===== config.mk =====
export PLATFORM = sky130hd
export DESIGN_NAME = lut_func_sweeper
export DESIGN_NICKNAME = d
export VERILOG_FILES = /design/src/rtl/lut_sweep_pkg.sv /design/src/rtl/lut_shift_table.sv /design/src/rtl/lut_func_sweeper.sv
export SDC_FILE = /design/constraint.sdc
export NUM_CORES = 1
export LEC_CHECK = 0
export CAP_MARGIN = 25
export CORE_MARGIN = 3
export CORE_UTILIZATION = 45
export CTS_CLUSTER_DIAMETER = 150
export DETAILED_ROUTE_END_ITERATION = 12
export DONT_BUFFER_PORTS = 1
export RECOVER_POWER = 100
export SLEW_MARGIN = 20
export SYNTH_ARGS = -nofsm -noshare
export SYNTH_HDL_FRONTEND = slang
export SYNTH_SLANG_ARGS = --single-unit

===== constraint.sdc =====
create_clock -name clk -period 1.95 [get_ports clk]
set_clock_uncertainty 0.1 [all_clocks]
set_input_delay 0.2925 -clock clk [delete_from_list [all_inputs] [get_ports clk]]
set_output_delay 0.2925 -clock clk [all_outputs]
set_load 0.1 [all_outputs]

===== src/rtl/lut_sweep_pkg.sv =====
// Shared types and width helpers for the LUT function sweeper.
package lut_sweep_pkg;

  typedef enum logic [1:0] {IDLE, SWEEP, DONE} state_t;

  function automatic int depth_of(input int w);
    return 1 << w;
  endfunction

  function automatic int cnt_w_of(input int w);
    return w + 1;
  endfunction

  localparam int LUT_W = 4;
  localparam int DEPTH = depth_of(LUT_W);
  localparam int CNT_W = cnt_w_of(LUT_W);

endpackage


===== src/rtl/lut_shift_table.sv =====
// Serially loaded truth table: shifts right, new bit enters the top entry.
module lut_shift_table
  import lut_sweep_pkg::*;
#(
  parameter int W = 4
) (
  input  logic         clk,
  input  logic         rst_n,
  input  logic         shift_en,
  input  logic         din,
  input  logic [W-1:0] addr,
  output logic         dout
);

  localparam int D = depth_of(W);

  logic [D-1:0] tab;

  // After D shifts the first bit loaded has reached entry 0.
  always_ff @(posedge clk or negedge rst_n) begin
    if (!rst_n) begin
      tab <= '0;
    end else if (shift_en) begin
      tab <= {din, tab[D-1:1]};
    end
  end

  assign dout = tab[addr];

endmodule


===== src/rtl/lut_func_sweeper.sv =====
// Programmable Boolean function unit: serial table load, single queries, full sweeps.
// Define LUT_SWEEP_CNT_EN to build the minterm (ones) counter; otherwise ones_cnt is 0.
module lut_func_sweeper
  import lut_sweep_pkg::*;
#(
  parameter int W = LUT_W
) (
  input  logic         clk,
  input  logic         rst_n,
  input  logic         load_en,
  input  logic         load_bit,
  input  logic         start,
  input  logic [W-1:0] n_in,
  output logic         f_out,
  output logic         f_valid,
  output logic [W-1:0] sweep_n,
  output logic         busy,
  output logic         done,
  output logic [W:0]   ones_cnt
);

  localparam int D = depth_of(W);
  localparam logic [W-1:0] LAST = W'(D - 1);

  state_t       state;
  logic [W-1:0] idx;
  logic [W-1:0] rd_addr;
  logic         tab_bit;
  logic         shift_en;
  logic         go;

  assign shift_en = load_en && (state == IDLE);
  // A start coinciding with a load is dropped, not queued.
  assign go       = (state == IDLE) && start && !load_en;
  assign rd_addr  = (state == SWEEP) ? idx : n_in;

  lut_shift_table #(.W(W)) u_table (
    .clk      (clk),
    .rst_n    (rst_n),
    .shift_en (shift_en),
    .din      (load_bit),
    .addr     (rd_addr),
    .dout     (tab_bit)
  );

  always_ff @(posedge clk or negedge rst_n) begin
    if (!rst_n) begin
      state   <= IDLE;
      idx     <= '0;
      f_out   <= 1'b0;
      f_valid <= 1'b0;
      sweep_n <= '0;
      busy    <= 1'b0;
      done    <= 1'b0;
    end else begin
      done <= 1'b0;
      case (state)
        IDLE: begin
          f_out   <= tab_bit;
          f_valid <= 1'b0;
          if (go) begin
            state <= SWEEP;
            idx   <= '0;
            busy  <= 1'b1;
          end
        end
        SWEEP: begin
          f_out   <= tab_bit;
          sweep_n <= idx;
          f_valid <= 1'b1;
          // Terminal compare keeps idx from wrapping past the last code.
          if (idx == LAST) begin
            state <= DONE;
          end else begin
            idx <= idx + W'(1);
          end
        end
        DONE: begin
          f_valid <= 1'b0;
          done    <= 1'b1;
          busy    <= 1'b0;
          state   <= IDLE;
        end
        default: begin
          state <= IDLE;
        end
      endcase
    end
  end

`ifdef LUT_SWEEP_CNT_EN
  logic [W:0] cnt;

  always_ff @(posedge clk or negedge rst_n) begin
    if (!rst_n) begin
      cnt <= '0;
    end else if (go) begin
      cnt <= '0;
    end else if (state == SWEEP) begin
      cnt <= cnt + {{W{1'b0}}, tab_bit};
    end
  end

  assign ones_cnt = cnt;
`else
  assign ones_cnt = '0;
`endif

endmodule


==> Word level (Yosys, flattened, before mapping) <==
Index checks and enable logic that the tools add are counted.
{ "word_totals": {"ff_bits": 30} }
{ "classes": {"n_addsub": 1, "magnitude_cmp": 1, "eq_ne": 6, "mux": 13, "n_reduce_logical": 13} }
{ "op_table": {"columns": ["op", "count"], "rows": [
  ["two-way mux 4 bit", 3],
  ["one-hot mux 4 bit (2 select lines)", 1],
  ["nonzero test 2 bit", 3],
  ["< comparator 4 x 5 -> 1 bit (second input constant)", 1],
  ["adder 4 x 1 -> 4 bit (second input constant)", 1],
  ["binary-select mux 1 bit (select 4 bit)", 1],
  ["== test 4 bit (second input constant)", 1],
  ["two-way mux 2 bit", 2],
  ["inequality test 2 bit (second input constant)", 2],
  ["one-hot mux 1 bit (2 select lines)", 2],
  ["one-hot mux 2 bit (2 select lines)", 1],
  ["AND reduction 2 bit", 2],
  ["OR reduction 2 bit", 2],
  ["logical AND 1 bit", 3],
  ["two-way mux 1 bit", 3],
  ["AND reduction 3 bit", 1],
  ["== test 2 x 1 -> 1 bit (second input constant)", 1],
  ["== test 2 bit (second input constant)", 1],
  ["zero test 2 bit", 1],
  ["inequality test 2 x 1 -> 1 bit (second input constant)", 1],
  ["zero test 1 bit", 1]
]} }

==> Depth between registers and ports, before layout <==
Gate-level depths: netlist of the first run.
{ "logic_depth": {"word_depth": 5, "ltp_mapped": 9, "ltp_nobuf": 6} }

==> Modules after synthesis <==
Synthesis of the first run repeated with hierarchy kept, for this count alone.
{ "hier_totals": {"cells_unflattened": 108, "hier_area_um2": 1398.8} }
{ "modules_own_cells": {"columns": ["mod", "instances", "cells_per_inst", "area_each_um2", "seq_area_each_um2"], "rows": [
  ["lut_shift_table", 1, 41, 725.7, 400.4],
  ["lut_func_sweeper", 1, 67, 673.1, 350.3]
]} }

==> Worst setup path before layout of the first run <==
No wires, ideal clock.
{ "synth_timing": {"kind": "reg-to-reg", "from": "reg state[1]", "to": "reg f_out", "setup_time_ns": 0.135, "arrival_time_ns": 1.591, "t_required_ns": 1.715, "setup_slack_ns": 0.124, "stages_incl_launch_ff": 10, "path_buffers": 3, "period_less_slack_ns": 1.826, "path_cell_list": "dfrtp_1 > buf_6 > nand2b_4 > buf_6 > a21o_1 > buf_6 > mux2i_1 > a22oi_1 > a311oi_1 > a221oi_1"} }
{ "synth_via": {"elab_chain_len": 4} }
{ "synth_rtl": {"columns": ["item", "line_no", "text"], "rows": [
  ["from (decl)", "lut_func_sweeper.sv:25", "state_t state;"],
  ["from (signal assigned)", "lut_func_sweeper.sv:48", "state <= IDLE;"],
  ["from (signal assigned)", "lut_func_sweeper.sv:62", "state <= SWEEP;"],
  ["from (signal assigned)", "lut_func_sweeper.sv:73", "state <= DONE;"],
  ["== test 2 x 1 -> 1 bit", "lut_func_sweeper.sv:35, lut_func_sweeper.sv:57", null],
  ["two-way mux 4 bit", "lut_func_sweeper.sv:35", "assign rd_addr = (state == SWEEP) ? idx : n_in;"],
  ["binary-select mux 1 bit (select 4 bit)", "lut_shift_table.sv:28", "assign dout = tab[addr];"],
  ["two-way mux 1 bit (not written as such)", "lut_shift_table.sv:28", null],
  ["to (signal assigned)", "lut_func_sweeper.sv:59", "f_out <= tab_bit;"],
  ["to (signal assigned)", "lut_func_sweeper.sv:68", "f_out <= tab_bit;"],
  ["to (decl)", "lut_func_sweeper.sv:14", "output logic f_out,"]
]} }
Several ways; a longest one is shown, not always the timed one. The select of a mux whose other input is x is not followed.
A chain may end at the register's enable or synchronous reset.

==> Worst setup path in the final report of the first run <==
Same ends and word-level chain as after synthesis.

==> results of run 1 <==
==> cell type report <==
cell class	instances	area [um2]	area share (%)
Timing Repair Buffer	16	85.1	5.35
Inverter	5	18.8	1.18
Sequential cell	30	752	47.3
Clock buffer	7	55.1	3.46
Multi-Input combinational cell	79	622	39.1
Clock inverter	1	5.00	0.315
Tap cell	42	52.6	3.30
==> synth_stat cells, drive strengths merged <==
cell and instances:
nor2 3, and3b 1, nor3b 1, mux2i 13, o21bai 1, conb 1, a21o 2, nand2b 1
a22oi 1, nand2 13, inv 5, mux2 17, nor2b 3, a21boi 2, ha 1, nand3 3
a311oi 1, o21ai 2, and4b 1, dfrtp 30, buf 10, nand4 1, nor3 2, a221oi 1
nor4b 1, a211oi 1, a21oi 2
==> state kept, by name, summed over array words and instances (netlist names) <==
signal / cells
busy: 1
done: 1
f_out: 1
f_valid: 1
idx: 4
state: 2
sweep_n: 4
u_table.tab: 16
==> routing by layer <==
layer,track usage (%),vias to the layer above
li1,-,450
met1,19.4,436
met2,19.6,23
met3,6.83,5
met4,7.44,0
met5,0,-
==> how the worst min path moves through the flow <==
| stage | cells past startpoint | startpoint | endpoint |
|---|---|---|---|
| after global placement | 0 | rst_n | done$_DFF_PN0_ |
| after detailed placement | 0 | rst_n | done$_DFF_PN0_ |
| after CTS | 3 | load_en | busy$_DFFE_PN0P_ |
| after global routing | 3 | n_in[1] | f_out$_DFFE_PN0P_ |
| after floorplan | 0 | rst_n | busy$_DFFE_PN0P_ |
| final | 3 | load_en | busy$_DFFE_PN0P_ |
==> cells by family after synthesis <==
group	share of synthesized area [%]
compound gates	6.23
simple gates	11.3
flops	51.9
other cells	0.259
mux	22.5
buf+inv	6.92
fa+ha+maj	0.865
==> repair_timing <==
action | in CTS | in global routing
setup endpoints to repair | 1 | 1
hold endpoints to repair | 31 | 0
resized for setup | 1 | 3
hold buffers | 3 | 0
==> tightest hold or removal path, delay by kind of cell <==
kind	cells	cell delay (ns)
AOI/OAI and AO/OA	1	0.17
buffers and inverters	1	0.13
and+or+nand+nor	1	0.03
==> metrics by stage <==
stage	area [um2]	utilization, %	cells	hold WS [ns]
floorplan	1460	-	124	-0.103
global placement	1530	52.8	169	-0.102
detailed placement	1530	52.8	169	-0.102
CTS	1630	56.3	180	0.201
global route	1590	54.8	180	0.225
finish	1590	54.8	180	0.227
==> results.yml, run 1 <==
critical_path:
  crit_slowest_cell: "dfrtp_2"
  critPathKind: "register to register"
  crit_fanout: 10
  path_depth: 6
  r2r_cells: 6
  critPathCapture: "f_out$_DFFE_PN0P_"
  path_delay_family: "compound AO/OA/AOI/OAI gates"
  worstReg2RegEnd: "f_out$_DFFE_PN0P_"
  cpPeakStageDelay_ns: 0.44
  path_cells: "nand2b_4 > a21o_4 > mux2i_1 > a22oi_1 > a311oi_1 > a221oi_1"
  cp-start-kind: "register"
  r2r-start: "state[1]$_DFFE_PN0P_"
  critPathArrivalTime_ns: 1.94
  crit_buf_inv: 0
  r2r_setup_slack_ns: 0.14
  startpoint: "state[1]$_DFFE_PN0P_"
  critPathCaptureType: "register"
  critical_path_required_ns: 2.08
floorplanning:
  die_h_um: 62.7
  start_util_pct: 49.9
  rows: 19
  coreArea_um2: 2900
  die_w_um: 62.7
  io_pins: 22
  die-area_um2: 3930
synthesis:
  avgSynthCellArea_um2: 12.1
  syn_area_um2: 1450
  ys_ff_latch: 30
  yosysSeqAreaShare_pct: 51.9
  netlist.area_leader.share_pct: 51.9
  synthTopCellsByArea: "dfrtp_1 52%, mux2_2 13%, mux2i_1 8.3%, nand2_1 3.4%, buf_4 2.6%"
  ys_warn_count: 0
  synth_cell_types: 30
  synth_top_area_cell: "dfrtp_1"
  postSynthCellCount: 120
route:
  drt_iter0_markers: 27
  antenna_left: 0
  wl_um: 2370
  top_layer_used: "met4"
  drc: 0
  avgRoutedWirePerCell_um: 13.2
  dr_wl_met3_um: 192
  vias: 914
  drt_pass1_iterations: 4
  vias_per_cell: 5.08
  dr_wl_met2_um: 961
  wl_met1_um: 1160
timing:
  rsz0062_at_grt: "false"
  max_freq_mhz: 553
  hold_violations: 0
  slew_viol_final: 0
  relSlewSlack_pct: 50.8
  worst_slack_ns: 0.141
  fin_crit_sh_pct: 92.8
  fin_tns_setup_ns: 0
  finalSetupViolations: 0
  worstMarginPinSlew_ns: 0.738
  period_minus_slack_ns: 1.81
placed_design:
  dp_slack_ns: -0.0156
  io_buffer_count: 0
  gp_congestion: 0.696
  hpwl_um: 1710
min_path:
  hold_path_class: "input port to register"
clock_network:
  cts.path.max_buffers: 2
  clock_latency_ns: 0.32
  clk_pin_slew_ns: 0.09
  clock_sinks: 30
  numCtsBuffers: 5
  cts_tree: "done"
  htree_levels: 2
  cts_setup_buffers: 0
  cts_root_buf: "clkbuf_4"
global_routing:
  first_global_vias: 913
  overflow: 0
  antenna_found_initial: 0
  grt_max_degree: 31
  grt_first_pass_wirelength_um: 4370
  grtUsageTotal_pct: 14.6
finish:
  layout_commonest_cell: "dfrtp_1"
  mostFrequentLayoutCells: "29 x dfrtp_1, 17 x mux2_2, 13 x nand2_1"
  drive_gt1_share_pct: 27.5
  fill_cells: 274
  nNetsFinal: 147
  antenna_cells: 0
  area_delta_synth_final_pct: 9.95
run_status:
  status: "complete, no violations"
flow_run:
  maxCapViolCount: 0
Power of run 1 is left out: the tool's default activity adds up to more than one toggle a clock period on the data nets, which glitch-free logic cannot reach.
==> inputs of run 2 (changes only) <==
--- a/config.mk
+++ b/config.mk
@@ -6,11 +6,13 @@
 export NUM_CORES = 1
 export LEC_CHECK = 0
 export CAP_MARGIN = 25
+export CORE_ASPECT_RATIO = 2
 export CORE_MARGIN = 3
 export CORE_UTILIZATION = 45
 export CTS_CLUSTER_DIAMETER = 150
 export DETAILED_ROUTE_END_ITERATION = 12
 export DONT_BUFFER_PORTS = 1
+export GPL_TIMING_DRIVEN = 0
 export RECOVER_POWER = 100
 export SLEW_MARGIN = 20
 export SYNTH_ARGS = -nofsm -noshare
==> results.yml, run 2 (synthesis gave the netlist of run 1 again) <==
floorplanning:
  coreArea_um2: 3010
  die-area_um2: 3970
  start_util_pct: 48.0
  io_pins: 22
  die_w_um: 46.1
  die_h_um: 86.2
  rows: 28
timing:
  hold_violations: 0
  max_freq_mhz: 510
  finalSetupViolations: 1
  worstMarginPinSlew_ns: 0.903
  fin_crit_sh_pct: 100
  period_minus_slack_ns: 1.96
  slew_viol_final: 0
  worst_slack_ns: -0.00932
  rsz0062_at_grt: "true"
  relSlewSlack_pct: 39.8
finish:
  layout_commonest_cell: "dfrtp_1"
  largest_reg_flops: 16
  reg.largest.list: "u_table.tab (16), idx (4), sweep_n (4)"
  largest_register: "u_table.tab"
  antenna_cells: 0
  fin_cells: 164
  nNetsFinal: 143
  drive_gt1_share_pct: 30.6
  mostFrequentLayoutCells: "29 x dfrtp_1, 17 x mux2_2, 13 x nand2_1"
  area_delta_synth_final_pct: 11.9
global_routing:
  grt_max_degree: 31
  overflow: 0
  first_global_vias: 963
  grt_first_pass_wirelength_um: 4090
  grtUsageTotal_pct: 14.5
  antenna_found_initial: 0
route:
  vias_per_cell: 5.48
  vias: 899
  avgRoutedWirePerCell_um: 14.9
  antenna_left: 0
  drt_iter0_markers: 12
  drc: 0
  drt_pass1_iterations: 4
  wl_um: 2440
critical_path:
  crit_fanout: 10
  crit_slowest_cell: "dfrtp_1"
  critPathCaptureType: "register"
  path_delay_family: "compound AO/OA/AOI/OAI gates"
  critPathKind: "register to register"
  path_cells: "buf_6 > nand2b_4 > buf_6 > a21o_1 > buf_6 > mux2i_1 > a22oi_1 > a311oi_2 > a221oi_1"
  cpPeakStageDelay_ns: 0.37
  crit_buf_inv: 3
  crit_path_frequent_cell: "buf_6"
  critical_path_required_ns: 2.03
  cp-start-kind: "register"
  r2r_setup_slack_ns: -0.009
  critPathArrivalTime_ns: 2.04
clock_network:
  cts_tree: "done"
  cts.path.max_buffers: 2
  clock_latency_ns: 0.28
  cts_root_buf: "clkbuf_8"
  numCtsBuffers: 5
  clock_sinks: 30
  clk_pin_slew_ns: 0.06
  htree_levels: 2
power_and_ir_drop:
  vdd_drop_max_uv: 1170
  p_per_area_nw_per_um2: 1870
  p_leak_nw: 0.793
run_status:
  status: "finished with violations"
  violations: "negative setup slack"
flow_run:
  maxCapViolCount: 0
placed_design:
  placed_cells: 154
  gp_congestion: 0.830
  dp_slack_ns: -0.0122
  hpwl_um: 1840
  io_buffer_count: 0
min_path:
  hold_path_class: "input port to register"
## run 2: final timing paths
check	depth (start not counted)	start	endpoint
max	9	state[1]$_DFFE_PN0P_	f_out$_DFFE_PN0P_
min	1	load_bit	u_table.tab[15]$_DFFE_PN0P_
max reg2reg	9	state[1]$_DFFE_PN0P_	f_out$_DFFE_PN0P_
min reg2reg	1	u_table.tab[0]$_DFFE_PN0P_	u_table.tab[0]$_DFFE_PN0P_
max in group asynchronous	2	rst_n	state[0]$_DFFE_PN0P_
min in group asynchronous	2	rst_n	sweep_n[2]$_DFFE_PN0P_
## run 2: final cells by class
class                   count  area, um2
multi-input cells          79        623
clock inverters             1       5.00
clock buffers               7       86.3
well taps                  30       37.5
repair buffers              2       15.0
inverters                   5       18.8
plain buffers              10       81.3
flip-flops and latches     30        752
fillers                   276       1390
## run 2: metal layers
metal | up-vias | GRT usage [%] | wire [um]
met5 | - | 0 | 0
met4 | 0 | 10.1 | 106
met3 | 7 | 4.78 | 109
met2 | 17 | 24.5 | 1390
met1 | 442 | 13.7 | 835
li1 | 433 | - | -
## run 2: worst reg2reg max path, cell delays in order (launching register included)
cell,delay (ns)
dfrtp_1,0.37
buf_6,0.14
nand2b_4,0.14
buf_6,0.14
a21o_1,0.19
buf_6,0.14
mux2i_1,0.12
a22oi_1,0.21
a311oi_2,0.12
a221oi_1,0.20
## run 2: metrics by stage
| step | hold WS, ns | cell area, um2 | utilization, % | TNS (ns) | total power [mW] |
|---|---|---|---|---|---|
| floorplan | -0.103 | 1460 | - | 0 | 2.33 |
| global placement | -0.102 | 1500 | 49.8 | -0.0245 | 2.50 |
| detailed placement | -0.102 | 1500 | 49.8 | -0.0122 | 2.53 |
| CTS | 0.0536 | 1620 | 53.8 | -0.0378 | 3.05 |
| global route | 0.0483 | 1620 | 53.7 | -0.448 | 3.23 |
| finish | 0.0629 | 1620 | 53.7 | -0.00932 | 3.03 |
## run 2: power breakdown
part           internal (mW)  switching [mW]  leakage [nW]  total (mW)
sequential             0.875           0.675         0.376        1.55
combinational          0.509           0.473         0.369       0.982
clock                  0.284           0.212        0.0482       0.496
total                   1.67            1.36         0.793        3.03
## run 2: timing repair
action,in CTS,in global routing
pin swaps,2,2
buffers inserted,0,0
hold buffers,2,0
endpoints found under the setup margin,2,13
endpoints found under the hold margin,30,0
gates resized for setup,0,3
Power figures use the tool's default switching activity.
==> inputs of run 3 (changes only) <==
--- a/config.mk
+++ b/config.mk
@@ -8,11 +8,12 @@
 export CAP_MARGIN = 25
 export CORE_ASPECT_RATIO = 2
 export CORE_MARGIN = 3
-export CORE_UTILIZATION = 45
+export CORE_UTILIZATION = 55
 export CTS_CLUSTER_DIAMETER = 150
 export DETAILED_ROUTE_END_ITERATION = 12
 export DONT_BUFFER_PORTS = 1
 export GPL_TIMING_DRIVEN = 0
+export PLACE_DENSITY = 0.73
 export RECOVER_POWER = 100
 export SLEW_MARGIN = 20
 export SYNTH_ARGS = -nofsm -noshare
==> constraint.sdc (replaced) <==
create_clock -name clk -period 1.75 [get_ports clk]
set_clock_uncertainty 0.1 [all_clocks]
set_input_delay 0.2625 -clock clk [delete_from_list [all_inputs] [get_ports clk]]
set_output_delay 0.2625 -clock clk [all_outputs]
set_load 0.1 [all_outputs]
==> results.yml, run 3 (synthesis gave the netlist of run 1 again) <==
run_status:
  status: "finished with violations"
  violations: "negative setup slack"
global_routing:
  grtUsageTotal_pct: 17.4
  overflow: 0
  grt_max_degree: 31
  antenna_found_initial: 0
  first_global_vias: 1029
  grt_first_pass_wirelength_um: 4260
finish:
  area_delta_synth_final_pct: 16.4
  reg.largest.list: "u_table.tab (16), idx (4), sweep_n (4)"
  largest_register: "u_table.tab"
  antenna_cells: 0
  drive_gt1_share_pct: 34.8
  layout_commonest_cell: "dfrtp_1"
  fill_cells: 182
  largest_reg_flops: 16
  nNetsFinal: 147
  mostFrequentLayoutCells: "29 x dfrtp_1, 17 x mux2_2, 13 x nand2_1"
timing:
  holdWs_ns: 0.0376
  max_freq_mhz: 530
  rsz0062_at_grt: "true"
  period_minus_slack_ns: 1.89
  finalSetupViolations: 11
  worstMarginPinSlew_ns: 0.907
  hold_violations: 0
  fin_crit_sh_pct: 108
  slew_viol_final: 0
  fin_tns_setup_ns: -1.09
  worst_slack_ns: -0.136
  relSlewSlack_pct: 39.5
power_and_ir_drop:
  p_seq_share_pct: 48.5
  switching_power_mw: 1.58
  p_leak_nw: 0.829
  power_frac_clock_pct: 18.7
  switching_share_pct: 44.1
  intPower_mw: 2.00
  vdd_drop_max_uv: 1350
  p_per_area_nw_per_um2: 2120
  combPwrFrac_pct: 32.7
floorplanning:
  die-area_um2: 3320
  start_util_pct: 59.3
  rows: 25
  io_pins: 22
  die_h_um: 78.5
  die_w_um: 42.3
  coreArea_um2: 2440
critical_path:
  critPathArrivalTime_ns: 1.95
  path_cells: "buf_6 > and3b_2 > a21o_1 > buf_6 > mux2i_1 > nand3_1 > a311oi_2 > a221oi_2"
  critical_path_required_ns: 1.82
  r2r_setup_slack_ns: -0.14
  path_delay_family: "compound AO/OA/AOI/OAI gates"
  critPathCaptureType: "register"
  crit_slowest_cell: "dfrtp_1"
  cp-start-kind: "register"
  crit_fanout: 8
  critPathKind: "register to register"
  crit_path_frequent_cell: "buf_6"
  crit_buf_inv: 2
  cpPeakStageDelay_ns: 0.38
flow_run:
  maxCapViolCount: 0
clock_network:
  clock_latency_ns: 0.28
  numCtsBuffers: 5
  clock_sinks: 30
  htree_levels: 2
  clk_pin_slew_ns: 0.07
  cts_tree: "done"
  cts.path.max_buffers: 2
  cts_root_buf: "clkbuf_8"
route:
  drc: 0
  drt_pass1_iterations: 4
  drt_iter0_markers: 20
  vias: 932
  wl_um: 2630
  avgRoutedWirePerCell_um: 15.9
  vias_per_cell: 5.65
  antenna_left: 0
min_path:
  hold_path_class: "input port to register"
placed_design:
  io_buffer_count: 0
  gp_congestion: 0.819
  hpwl_um: 1850
-- run 3: path summary, 6_finish.rpt --
kind	startpoint	to	depth (start not counted)
worst max-delay path	state[1]$_DFFE_PN0P_	f_out$_DFFE_PN0P_	8
worst min-delay path	load_bit	u_table.tab[15]$_DFFE_PN0P_	1
worst max register to register	state[1]$_DFFE_PN0P_	f_out$_DFFE_PN0P_	8
worst min register to register	u_table.tab[5]$_DFFE_PN0P_	u_table.tab[4]$_DFFE_PN0P_	1
max in group asynchronous	rst_n	state[0]$_DFFE_PN0P_	2
min in group asynchronous	rst_n	idx[3]$_DFFE_PN0P_	2
-- run 3: power groups by stage --
stage                     clock, mW  sequential, mW  combinational [mW]
final                         0.669            1.74                1.17
after global routing          0.720            1.77                1.30
after CTS                     0.682            1.73                1.09
after detailed placement          0            1.74                1.08
after global placement            0            1.72                1.04
after floorplan                   0            1.67               0.929
-- run 3: repair_timing --
| action | CTS | global route |
|---|---|---|
| pin swaps | 1 | 2 |
| endpoints found under the setup margin | 13 | 14 |
| setup buffers | 2 | 3 |
| hold buffers | 2 | 0 |
| hold endpoints to repair | 30 | 0 |
| gates resized for setup | 2 | 5 |
-- run 3: area by class of cell --
| cell class | count | area (um2) | share of cell area (%) |
|---|---|---|---|
| clock buffer | 5 | 68.8 | 4.09 |
| timing repair buffer | 7 | 52.6 | 3.12 |
| multi-input combinational | 79 | 648 | 38.5 |
| tap | 27 | 33.8 | 2.01 |
| buffer | 9 | 70.1 | 4.16 |
| clock inverter | 3 | 40.0 | 2.38 |
| sequential | 30 | 752 | 44.7 |
| inverter | 5 | 18.8 | 1.11 |
-- run 3: stage by stage --
step	instances	worst slack (ns)	util [%]	power, mW	instance area [um2]
finish	165	-0.136	69.0	3.58	1680
global placement	151	-0.169	61.3	2.77	1500
floorplan	124	-0.0547	-	2.60	1460
global route	165	-0.232	69.0	3.79	1680
CTS	162	-0.156	67.2	3.50	1640
detailed placement	151	-0.173	61.3	2.82	1500
-- run 3: per-layer routing --
metal  track usage (%)  vias up  wire, um
met5                 0        -         0
li1                  -      441         -
met3              6.65        8       127
met2              30.6       27      1580
met1              15.0      456       856
met4              13.1        0        67
